**src/rtl/tod_pkg.sv**
```systemverilog
// tod_pkg: shared widths, limits and the time-of-day record used by the
// timekeeper, the clock-control FSM and the time-set logic.
//   HOUR_W/MIN_W/SEC_W : field widths
//   MAX_HOUR/MAX_MIN/MAX_SEC : last legal value of each field
//   tod_t : packed {hours, minutes, seconds}
//   sanitize_time() : zeroes any field outside its legal range
package tod_pkg;

  localparam int HOUR_W = 5;
  localparam int MIN_W  = 6;
  localparam int SEC_W  = 6;

  localparam logic [HOUR_W-1:0] MAX_HOUR = 5'd23;
  localparam logic [MIN_W-1:0]  MAX_MIN  = 6'd59;
  localparam logic [SEC_W-1:0]  MAX_SEC  = 6'd59;

  typedef struct packed {
    logic [HOUR_W-1:0] hours;
    logic [MIN_W-1:0]  minutes;
    logic [SEC_W-1:0]  seconds;
  } tod_t;

  // Each field is checked on its own so a single bad field does not
  // discard the good ones.
  function automatic tod_t sanitize_time(input tod_t raw);
    tod_t clean;
    clean.hours   = (raw.hours   > MAX_HOUR) ? '0 : raw.hours;
    clean.minutes = (raw.minutes > MAX_MIN)  ? '0 : raw.minutes;
    clean.seconds = (raw.seconds > MAX_SEC)  ? '0 : raw.seconds;
    return clean;
  endfunction

endpackage

```
**src/rtl/tick_prescaler.sv**
```systemverilog
// tick_prescaler: divides the system clock down to a once-per-CLK_HZ strobe.
//   clock  : system clock, rising edge
//   reset  : synchronous, active-low
//   clear  : restart the count from 0 (wins over enable)
//   enable : count this cycle; when low the count is frozen
//   tick   : high in the cycle whose edge wraps the count to 0
// tick is deliberately combinational so the consumer can register its own
// outputs on the same edge the count wraps, keeping the first strobe exactly
// CLK_HZ cycles after reset/clear.
module tick_prescaler #(
  parameter int CLK_HZ = 50000000,
  parameter int TICK_W = 26
) (
  input  logic clock,
  input  logic reset,
  input  logic clear,
  input  logic enable,
  output logic tick
);

  localparam logic [TICK_W-1:0] TERMINAL = TICK_W'(CLK_HZ - 1);

  logic [TICK_W-1:0] count;

  assign tick = enable && !clear && (count == TERMINAL);

  always_ff @(posedge clock) begin
    if (!reset) begin
      count <= '0;
    end else if (clear) begin
      count <= '0;
    end else if (enable) begin
      count <= tick ? '0 : count + TICK_W'(1);
    end
  end

endmodule

```
**src/rtl/time_of_day_counter.sv**
```systemverilog
// time_of_day_counter: free-running 24-hour HH:MM:SS timekeeper.
//   clock       : system clock, rising edge
//   reset       : synchronous, active-low
//   update      : load request level; a rising edge loads once
//   hold        : freeze timekeeping while the user edits the time
//   loadHours/loadMinutes/loadSeconds : time to load (bad fields become 0)
//   hours/minutes/seconds : current time, registered
//   secTick     : one-cycle pulse with each new seconds value
//   minuteTick  : one-cycle pulse when seconds wraps 59->0
//   dayRollover : one-cycle pulse when 23:59:59 wraps to 00:00:00
module time_of_day_counter
  import tod_pkg::*;
#(
  parameter int CLK_HZ = 50000000,
  parameter int TICK_W = 26
) (
  input  logic              clock,
  input  logic              reset,
  input  logic              update,
  input  logic              hold,
  input  logic [HOUR_W-1:0] loadHours,
  input  logic [MIN_W-1:0]  loadMinutes,
  input  logic [SEC_W-1:0]  loadSeconds,
  output logic [HOUR_W-1:0] hours,
  output logic [MIN_W-1:0]  minutes,
  output logic [SEC_W-1:0]  seconds,
  output logic              secTick,
  output logic              minuteTick,
  output logic              dayRollover
);

  tod_t time_q;
  tod_t advanced;
  tod_t load_value;
  logic update_d;
  logic load_event;
  logic sec_strobe;
  logic sec_wrap;
  logic min_wrap;
  logic hour_wrap;
  logic sec_tick_q;
  logic minute_tick_q;
  logic day_rollover_q;

  // Only the rising edge of update loads, so the FSM may hold it high.
  assign load_event = update && !update_d;

  assign load_value = '{hours: loadHours, minutes: loadMinutes, seconds: loadSeconds};

  // A load restarts the second so the first tick after it is a full second.
  tick_prescaler #(
    .CLK_HZ(CLK_HZ),
    .TICK_W(TICK_W)
  ) u_prescaler (
    .clock (clock),
    .reset (reset),
    .clear (load_event),
    .enable(!hold),
    .tick  (sec_strobe)
  );

  assign sec_wrap  = (time_q.seconds == MAX_SEC);
  assign min_wrap  = (time_q.minutes == MAX_MIN);
  assign hour_wrap = (time_q.hours == MAX_HOUR);

  // Carry chain: seconds -> minutes -> hours.
  always_comb begin
    advanced = time_q;
    if (sec_wrap) begin
      advanced.seconds = '0;
      if (min_wrap) begin
        advanced.minutes = '0;
        advanced.hours   = hour_wrap ? '0 : time_q.hours + HOUR_W'(1);
      end else begin
        advanced.minutes = time_q.minutes + MIN_W'(1);
      end
    end else begin
      advanced.seconds = time_q.seconds + SEC_W'(1);
    end
  end

  // Pulses default low each cycle; a load suppresses them even if the
  // prescaler would otherwise have wrapped on this edge.
  always_ff @(posedge clock) begin
    if (!reset) begin
      time_q         <= '0;
      update_d       <= 1'b0;
      sec_tick_q     <= 1'b0;
      minute_tick_q  <= 1'b0;
      day_rollover_q <= 1'b0;
    end else begin
      update_d       <= update;
      sec_tick_q     <= 1'b0;
      minute_tick_q  <= 1'b0;
      day_rollover_q <= 1'b0;
      if (load_event) begin
        time_q <= sanitize_time(load_value);
      end else if (!hold && sec_strobe) begin
        time_q         <= advanced;
        sec_tick_q     <= 1'b1;
        minute_tick_q  <= sec_wrap;
        day_rollover_q <= sec_wrap && min_wrap && hour_wrap;
      end
    end
  end

  assign hours       = time_q.hours;
  assign minutes     = time_q.minutes;
  assign seconds     = time_q.seconds;
  assign secTick     = sec_tick_q;
  assign minuteTick  = minute_tick_q;
  assign dayRollover = day_rollover_q;

endmodule
```
**config.mk**
```make
export PLATFORM = sky130hd
export DESIGN_NAME = time_of_day_counter
export DESIGN_NICKNAME = d
export VERILOG_FILES = /design/src/rtl/tod_pkg.sv /design/src/rtl/tick_prescaler.sv /design/src/rtl/time_of_day_counter.sv
export SDC_FILE = /design/constraint.sdc
export NUM_CORES = 1
export LEC_CHECK = 0
export ABC_AREA = 1
export CAP_MARGIN = 5
export CELL_PAD_IN_SITES_DETAIL_PLACEMENT = 0
export CELL_PAD_IN_SITES_GLOBAL_PLACEMENT = 1
export CORE_UTILIZATION = 38
export CTS_CLUSTER_SIZE = 28
export DETAILED_ROUTE_END_ITERATION = 8
export PLACE_DENSITY_LB_ADDON = 0.1
export SYNTH_ARGS = -nofsm -noshare
export SYNTH_HDL_FRONTEND = slang
export SYNTH_HIERARCHICAL = 1
export SYNTH_SLANG_ARGS = --single-unit
```
**constraint.sdc**
```tcl
create_clock -name clock -period 2.9 [get_ports clock]
set_clock_uncertainty 0.15 [all_clocks]
set_input_delay 0.435 -clock clock [delete_from_list [all_inputs] [get_ports clock]]
set_output_delay 0.435 -clock clock [all_outputs]
set_load 0.02 [all_outputs]
```
; ---- After elaboration in Yosys (flattened, before gate mapping)
; Index checks and enable logic that the tools add are counted.
; W data, S select, Z words.
[op_classes]
bitwise = 2
n_div = 0
reduce_logical = 16
n_shift = 0
addsub = 4
mux = 12
multipliers = 0
eq_ne = 4
magnitude_cmp = 3
[op_table]
columns = operator, count
row1 = $mux W17, 2
row2 = $add A26 B1 Y26 const B, 1
row3 = $eq A26 B26 Y1 const B, 1
row4 = $mux W26, 1
row5 = $mux W6, 4
row6 = $mux W5, 3
row7 = $add A6 B1 Y6 const B, 2
row8 = $eq A6 B6 Y1 const B, 2
row9 = $gt A6 B6 Y1 const B, 2
row10 = $mux W11, 1
row11 = $logic_and A1 B1 Y1, 6
row12 = $reduce_bool A2 Y1, 3
row13 = $add A5 B1 Y5 const B, 1
row14 = $eq A5 B5 Y1 const B, 1
row15 = $gt A5 B5 Y1 const B, 1
row16 = $logic_not A1 Y1, 3
row17 = $reduce_and A3 Y1, 1
row18 = $reduce_or A3 Y1, 1
row19 = $not A1 Y1, 2
row20 = $reduce_and A2 Y1, 1
row21 = $reduce_or A2 Y1, 1
row22 = $mux W1, 1
[totals]
mem_bits_rw = 0
memories = 0
input_bits = 21
word_cells = 49
rom_bits = 0
latchBits = 0
ff_bits = 47

; ---- Logic depth before layout (Yosys ltp)
; Gate-level depths: netlist of the first run.
[depth]
ltp_word = 8
mapped_depth = 15
mapped_depth_nobuf = 13

; ---- Modules after synthesis
; Netlist of the first run, hierarchy kept.
[modules_own_cells]
columns = module, area_per_inst_um2, instances, cells_per_inst
row1 = tick_prescaler, 1574.0, 1, 250
row2 = time_of_day_counter, 1297.5, 1, 196

; ---- Least setup slack after synthesis of the first run
; OpenSTA, ideal clock, no wires.
[synth_path]
path_kind = input-to-reg
startpoint = input update
endpoint = register time_q, in the netlist seconds[2]
path_buffers = 2
cell_stages = 12
t_arrival_ps = 1981
path_slack_ps = 695
setup_time_ps = 74
cell_sequence = nand2_4 -> inv_1 -> buf_2 -> nor2_1 -> nand2_1 -> nor2_1 -> nor4b_1 -> nand2_1 -> nand2_1 -> buf_2 -> o21ai_0 -> a31oi_1
[synth_between]
elab_chain_cells = 6
word_cells_on_any_way = 7
cone_classes = mux: 1 / reduce/logical: 6
[synth_lines]
columns = item, line
row1 = from (decl), time_of_day_counter.sv:19  ; input logic update,
row2 = $logic_and A1 B1 Y1, time_of_day_counter.sv:46  ; assign load_event = update && !update_d;
row3 = via load_event, time_of_day_counter.sv:36  ; logic load_event;
row4 = $logic_not A1 Y1, tick_prescaler.sv:25  ; assign tick = enable && !clear && (count == TERMINAL);
row5 = $logic_and A1 B1 Y1 (2 in series), tick_prescaler.sv:25
row6 = via sec_strobe, time_of_day_counter.sv:37  ; logic sec_strobe;
row7 = $logic_and A1 B1 Y1, time_of_day_counter.sv:98  ; end else if (!hold && sec_strobe) begin
row8 = $reduce_bool A2 Y1 (no line), -
row9 = to (signal assigned), time_of_day_counter.sv:97  ; time_q <= sanitize_time(load_value);
row10 = to (signal assigned), time_of_day_counter.sv:99  ; time_q <= advanced;
row11 = to (decl), time_of_day_counter.sv:32  ; tod_t time_q;
; The timed path passes the listed nets, and every way through them passes these cells.
; A chain may end at the register's enable or synchronous reset.

; ---- Final worst setup path of the first run
[layout_path]
startpoint = register u_prescaler.count[0]
endpoint = register time_q, in the netlist hours[1]
[layout_between]
elab_chain_cells = 5
[layout_lines]
columns = item, line
row1 = from (decl), tick_prescaler.sv:23  ; logic [TICK_W-1:0] count;
row2 = from (signal assigned), tick_prescaler.sv:33  ; count <= tick ? '0 : count + TICK_W'(1);
row3 = $eq A26 B26 Y1, tick_prescaler.sv:25
row4 = $logic_and A1 B1 Y1, tick_prescaler.sv:25
row5 = via sec_strobe, time_of_day_counter.sv:37
row6 = $logic_and A1 B1 Y1, time_of_day_counter.sv:98
row7 = $reduce_bool A2 Y1 (no line), -
row8 = $reduce_and A3 Y1 (no line), -
; The timed path passes the listed nets, and every way through them passes these cells.

==> impl_metrics.csv, run 1 <==
group,metric,value,unit
synthesis,synth.area.top_cells,"dfxtp_1 33%, nand2_1 14%, nor2_1 12%",
floorplanning,dieWidth,88.9,µm
final_layout,drive_above_1_share,10.4,%
clock_tree,htreeDepth,2,
synthesis,synth_top_family_by_area,"simple AND/OR/NAND/NOR gates",
synthesis,syn_area_per_cell,6.44,µm²
grt,grt_pass1_wl,11.5,mm
detailed_routing,antenna_left,0,
final_layout,nFillCells,789,
detailed_routing,route.met2.wl,3.00,mm
placement,hpwl,5.37,mm
synthesis,ys.flop_type,"dfxtp_1",
detailed_routing,top_layer_used,"met4",
detailed_routing,drt_iter0_drc,154,
timing,fin_setup_tns,0,ns
detailed_routing,m1WireLength,3.54,mm
synthesis,synth_top_cell_by_area,"dfxtp_1",
grt,grt_overflow,0,
run,drv_cap,0,
synthesis,syn_inst,446,
detailed_routing,drtPass1Iterations,4,
detailed_routing,wirelength,6.91,mm
synthesis,synth_most_common_cell,"nand2_1",
timing,setup_viol,0,
clock_tree,clock_latency,0.30,ns
final_layout,stdcell_count,591,
synthesis,synth_fp_nets,471,
clock_tree,cts_buffer_depth,2,
synthesis,yosys.area_share.adder,1.74,%
grt,grt_use_total,18.9,%
placement,routabilityCongestion,0.790,
setup_path,crit_required,2.95,ns
status,status,"complete, no violations",
detailed_routing,vias,2756,
synthesis,synth_top_cells_by_count,"106 x nand2_1, 88 x nor2_1, 50 x inv_1",
floorplanning,rows,31,
floorplanning,start_util,39.4,%
detailed_routing,wl_met3,304,µm
synthesis,synth_async_sr_flop_share,0,%
final_layout,n_antenna_cell,0,
placement,placedCellCount,583,
floorplanning,coreArea,7290,µm²
power_and_ir_drop,p_per_area,419,nW/µm²
synthesis,synth_seq_cells,47,
setup_path,startpoint_type,"flop",
detailed_routing,wire_per_inst,11.7,µm
setup_path,slowest_delay,0.38,ns
grt,grt_pass1_vias,2410,
power_and_ir_drop,p_seq_share,46.6,%
timing,hold_ws,0.353,ns
final_layout,final_nets,516,
grt,antenna_found_initial,0,
final_layout,syn_to_final_growth,22.5,%
timing,timing.final.hold_violations,0,
clock_tree,ctsHoldBuffers,0,
power_and_ir_drop,comb_power_share,13.9,%
clock_tree,cts_tree,"yes",
power_and_ir_drop,ir_worst_vdd,0.196,mV
setup_path,worst-path-buf-inv,0,
placement,numPortBuffers,40,
floorplanning,dieHeight,88.9,µm
floorplanning,dieArea,7910,µm²
setup_path,cp.arrival,2.65,ns
clock_tree,clockRootBuffer,"clkbuf_8",
timing,rsz0062_at_grt,"no",
synthesis,synth_seq_area_share,32.8,%
timing,fmax,385,MHz
timing,slew_viol_final,0,
clock_tree,clock-sinks,47,
synthesis,syn-cell-area,2870,µm²
worst_hold_path,hp-class,"flop to flop",
timing,tightest_slew,0.416,ns
synthesis,yosys.area_share.simple,43.1,%
clock_tree,post_cts_buffers,0,
synthesis,synthXorXnorAreaFrac,3.97,%
synthesis,synth_edf_count,0,
power_and_ir_drop,intPower,1.10,mW
setup_path,worstPathMaxFanout,12,
timing,period_needed,2.60,ns
clock_tree,numCtsBuffers,5,
power_and_ir_drop,power_frac_clock,39.5,%
grt,grt_max_degree,22,
detailed_routing,routed_via_density,4.66,
synthesis,synth_top_area_share,32.8,%
setup_path,critPathKind,"flop to flop",
power_and_ir_drop,switching_power,0.371,mW
floorplanning,boundaryPins,41,
timing,slew_headroom,72.2,%
setup_path,timing.critical_path.cells,"ha_1 > nand3_1 > nor2_1 > nand2_1 > nor4b_1 > nand2_1 > nand2_1 > nand3_4 > nor2_1 > nor2_1",
synthesis,ys_types,33,
timing,timing.final.crit_share,89.5,%
power_and_ir_drop,leakagePower,1.48,nW
synthesis,muxShareOfSynthArea,0.349,%
setup_path,critPathSlowestCell,"dfxtp_1",
setup_path,endpoint_kind,"flop",
setup_path,crit_family,"simple AND/OR/NAND/NOR gates",
detailed_routing,drc,0,
power_and_ir_drop,switching_share,25.2,%
synthesis,synth_compound_gate_area_share,8.28,%
clock_tree,clkSlewWorstSetupHoldPaths,0.09,ns
clock_tree,post_cts_resized,0,
synthesis,yosysWarnings,6,
## stage by stage
step	power [mW]	worst slack (ns)	cell area, µm²	utilization, %
after floorplan	0.819	0.695	2870	-
after global placement	0.908	0.124	3380	46.4
after detailed placement	0.908	0.0724	3380	46.4
after CTS	1.49	0.313	3520	48.2
after global routing	1.55	0.0290	3520	48.2
final	1.47	0.304	3520	48.2
## worst register-to-register path, cell delays in order (launching register included)
cell and delay (ns):
dfxtp_1 0.38, ha_1 0.22, nand3_1 0.14, nor2_1 0.24
nand2_1 0.09, nor4b_1 0.34, nand2_1 0.18, nand2_1 0.37
nand3_4 0.18, nor2_1 0.15, nor2_1 0.05
## power by group through the flow
stage | clock network [mW] | registers (mW) | logic (mW)
global route | 0.630 | 0.692 | 0.230
detailed placement | 0 | 0.702 | 0.206
global placement | 0 | 0.702 | 0.205
finish | 0.581 | 0.687 | 0.205
floorplan | 0 | 0.716 | 0.103
CTS | 0.600 | 0.687 | 0.207
## cell families after synthesis
group | count (synthesis)
AND/OR/NAND/NOR | 275
buffers and inverters | 67
flip-flops | 47
AO/OA/AOI/OAI | 39
XOR/XNOR | 13
adder cells (fa/ha/maj) | 4
multiplexers | 1
## layout by cell type (no fill, tap or decap), types with 2 or more instances in the layout
cell type / count
inv_2: 9
bufinv_16: 2
clkbuf_8: 5
a21oi_1: 8
ha_1: 4
nor2_1: 88
nor2_4: 6
nand4_1: 6
nand3_2: 3
nor3_1: 3
xnor2_1: 6
nand2_2: 7
xor2_1: 7
o21ai_0: 20
nand3_1: 44
inv_1: 50
buf_4: 6
clkdlybuf4s50_1: 40
dfxtp_1: 47
nor2_2: 6
nand2_1: 106
a31oi_1: 6
## path summary, 6_finish.rpt
check | end | depth (start not counted) | start | slack [ns]
max | hours[1]$_SDFFE_PN0P_ | 10 | u_prescaler/count[0]$_SDFFE_PP0P_ | 0.30
min | u_prescaler/count[0]$_SDFFE_PP0P_ | 2 | u_prescaler/count[0]$_SDFFE_PP0P_ | 0.35
max reg2reg | hours[1]$_SDFFE_PN0P_ | 10 | u_prescaler/count[0]$_SDFFE_PP0P_ | 0.30
min reg2reg | u_prescaler/count[0]$_SDFFE_PP0P_ | 2 | u_prescaler/count[0]$_SDFFE_PP0P_ | 0.35
## registers in the layout (all words and copies together) (netlist names)
name               count
update_d               1
minuteTick             1
u_prescaler/count     26
dayRollover            1
secTick                1
minutes                6
hours                  5
seconds                6
## layer usage
layer	track usage [%]	vias to the layer above
met1	27.4	1209
met3	3.05	5
met2	29.5	49
li1	-	1493
met5	0	-
met4	3.90	0
## layout make-up
| cell class | instances | area, µm² | area share [%] |
|---|---|---|---|
| sequential | 47 | 941 | 26.8 |
| tap | 99 | 124 | 3.52 |
| clock inverter | 3 | 67.6 | 1.92 |
| timing repair buffer | 46 | 445 | 12.7 |
| clock buffer | 5 | 68.8 | 1.96 |
| inverter | 59 | 221 | 6.30 |
| multi-input combinational | 332 | 1650 | 46.9 |
Note: power is estimated with default switching activity, not from simulation.
==> inputs of run 2 (changes only) <==
- CORE_MARGIN: not set -> 5
- GPL_ROUTABILITY_DRIVEN: not set -> 0
- SETUP_SLACK_MARGIN: not set -> 0.4
==> impl_metrics.csv, run 2 (synthesized netlist as in run 1, its figures left out) <==
group,metric,value,unit
status,status,"complete, no violations",
grt,grt_overflow,0,
detailed_routing,wire_per_inst,12.3,µm
power_and_ir_drop,switching_share,25.0,%
final_layout,syn_to_final_growth,23.1,%
placement,numPortBuffers,40,
detailed_routing,drtPass1Iterations,4,
power_and_ir_drop,ir_worst_vdd,0.161,mV
final_layout,final_cell_area,3540,µm²
power_and_ir_drop,p_seq_share,46.7,%
clock_tree,numCtsBuffers,5,
floorplanning,dieWidth,96.9,µm
final_layout,final_core_util,48.5,%
setup_path,endpoint_kind,"flop",
grt,antenna_found_initial,0,
final_layout,drive_above_1_share,11.2,%
final_layout,ff_latch_area,941,µm²
floorplanning,rows,31,
run,drv_cap,0,
final_layout,largest_register_ffs,26,
floorplanning,boundaryPins,41,
setup_path,critPathKind,"flop to flop",
placement,hpwl,5.72,mm
final_layout,final_nets,517,
final_layout,nFillCells,771,
placement,placedCellCount,584,
detailed_routing,antenna_left,0,
timing,period_needed,2.36,ns
floorplanning,coreArea,7290,µm²
grt,grt_pass1_vias,2723,
timing,slew_headroom,76.6,%
placement,placed_area,3390,µm²
floorplanning,start_util,39.4,%
grt,grt_pass1_wl,12.8,mm
final_layout,layout_commonest_cell,"nand2_1",
final_layout,top_register,"u_prescaler/count",
floorplanning,dieArea,9400,µm²
detailed_routing,drc,0,
timing,tightest_slew,0.350,ns
setup_path,worstPathMaxFanout,8,
final_layout,stdcell_count,592,
power_and_ir_drop,power,1.47,mW
timing,hold_ws,0.353,ns
detailed_routing,wirelength,7.30,mm
clock_tree,htreeDepth,2,
floorplanning,dieHeight,96.9,µm
clock_tree,cts_buffer_depth,2,
grt,grt_max_degree,22,
timing,setup_viol,0,
timing,fmax,424,MHz
worst_hold_path,hp-class,"flop to flop",
timing,fin_setup_tns,0,ns
setup_path,cp.arrival,2.40,ns
clock_tree,clock-sinks,47,
clock_tree,post_cts_buffers,0,
final_layout,layout_common_cells,"105 x nand2_1, 87 x nor2_1, 50 x inv_1",
setup_path,startpoint_type,"flop",
power_and_ir_drop,power_frac_clock,39.1,%
detailed_routing,drt_iter0_drc,90,
timing,timing.final.crit_share,81.3,%
power_and_ir_drop,intPower,1.10,mW
setup_path,crit_required,2.94,ns
final_layout,multi_input_area,1660,µm²
grt,grt_use_total,16.1,%
timing,timing.final.hold_violations,0,
timing,rsz0062_at_grt,"no",
power_and_ir_drop,comb_power_share,14.1,%
placement,place_ws,0.159,ns
power_and_ir_drop,leakagePower,1.49,nW
timing,slew_viol_final,0,
timing,finalWorstSetupSlack,0.541,ns
clock_tree,clock_latency,0.31,ns
power_and_ir_drop,switching_power,0.368,mW
detailed_routing,routed_via_density,4.74,
clock_tree,clockRootBuffer,"clkbuf_8",
final_layout,n_antenna_cell,0,
clock_tree,cts_tree,"yes",
power_and_ir_drop,p_per_area,416,nW/µm²
clock_tree,clkSlewWorstSetupHoldPaths,0.10,ns
detailed_routing,vias,2808,
-- run 2: what timing repair did --
action	CTS	global route
endpoints found under the setup margin	8	18
hold buffers	0	0
gates resized for setup	1	2
pin swaps	0	1
cloned	0	0
-- run 2: path summary, 6_finish.rpt --
path / startpoint / to / slack, ns / cells after the start
hold / removal: u_prescaler/count[10]$_SDFFE_PP0P_ / u_prescaler/count[10]$_SDFFE_PP0P_ / 0.35 / 2
setup / recovery: u_prescaler/count[0]$_SDFFE_PP0P_ / seconds[5]$_SDFFE_PN0P_ / 0.54 / 10
setup reg to reg: u_prescaler/count[0]$_SDFFE_PP0P_ / seconds[5]$_SDFFE_PN0P_ / 0.54 / 10
hold reg to reg: u_prescaler/count[10]$_SDFFE_PP0P_ / u_prescaler/count[10]$_SDFFE_PP0P_ / 0.35 / 2
-- run 2: area by class of cell --
cell class / instances / share of cell area (%)
Sequential cell: 47 / 26.6
Clock inverter: 3 / 1.91
Inverter: 59 / 6.26
Clock buffer: 5 / 1.95
Tap cell: 99 / 3.50
Multi-Input combinational cell: 332 / 47.0
Timing Repair Buffer: 47 / 12.8
-- run 2: layer usage --
| metal | track usage [%] | routed length, µm |
|---|---|---|
| met1 | 21.6 | 3650 |
| met2 | 26.7 | 3370 |
| met3 | 3.02 | 219 |
| met4 | 3.89 | 71 |
| met5 | 0 | 0 |
-- run 2: power by group through the flow --
stage               clock network [mW]  logic (mW)  registers [mW]
global route                     0.629       0.233           0.691
finish                           0.576       0.208           0.688
detailed placement                   0       0.209           0.703
CTS                              0.600       0.211           0.688
global placement                     0       0.208           0.703
floorplan                            0       0.103           0.716
-- run 2: worst max-delay path, cell delays in order, from the launching register on --
cell,delay (ns)
dfxtp_1,0.38
ha_1,0.22
nand3_1,0.16
nor2_2,0.19
nand2_1,0.10
nor4b_2,0.29
nand2_1,0.18
nand2_2,0.21
inv_1,0.08
a31oi_1,0.18
a21oi_1,0.09
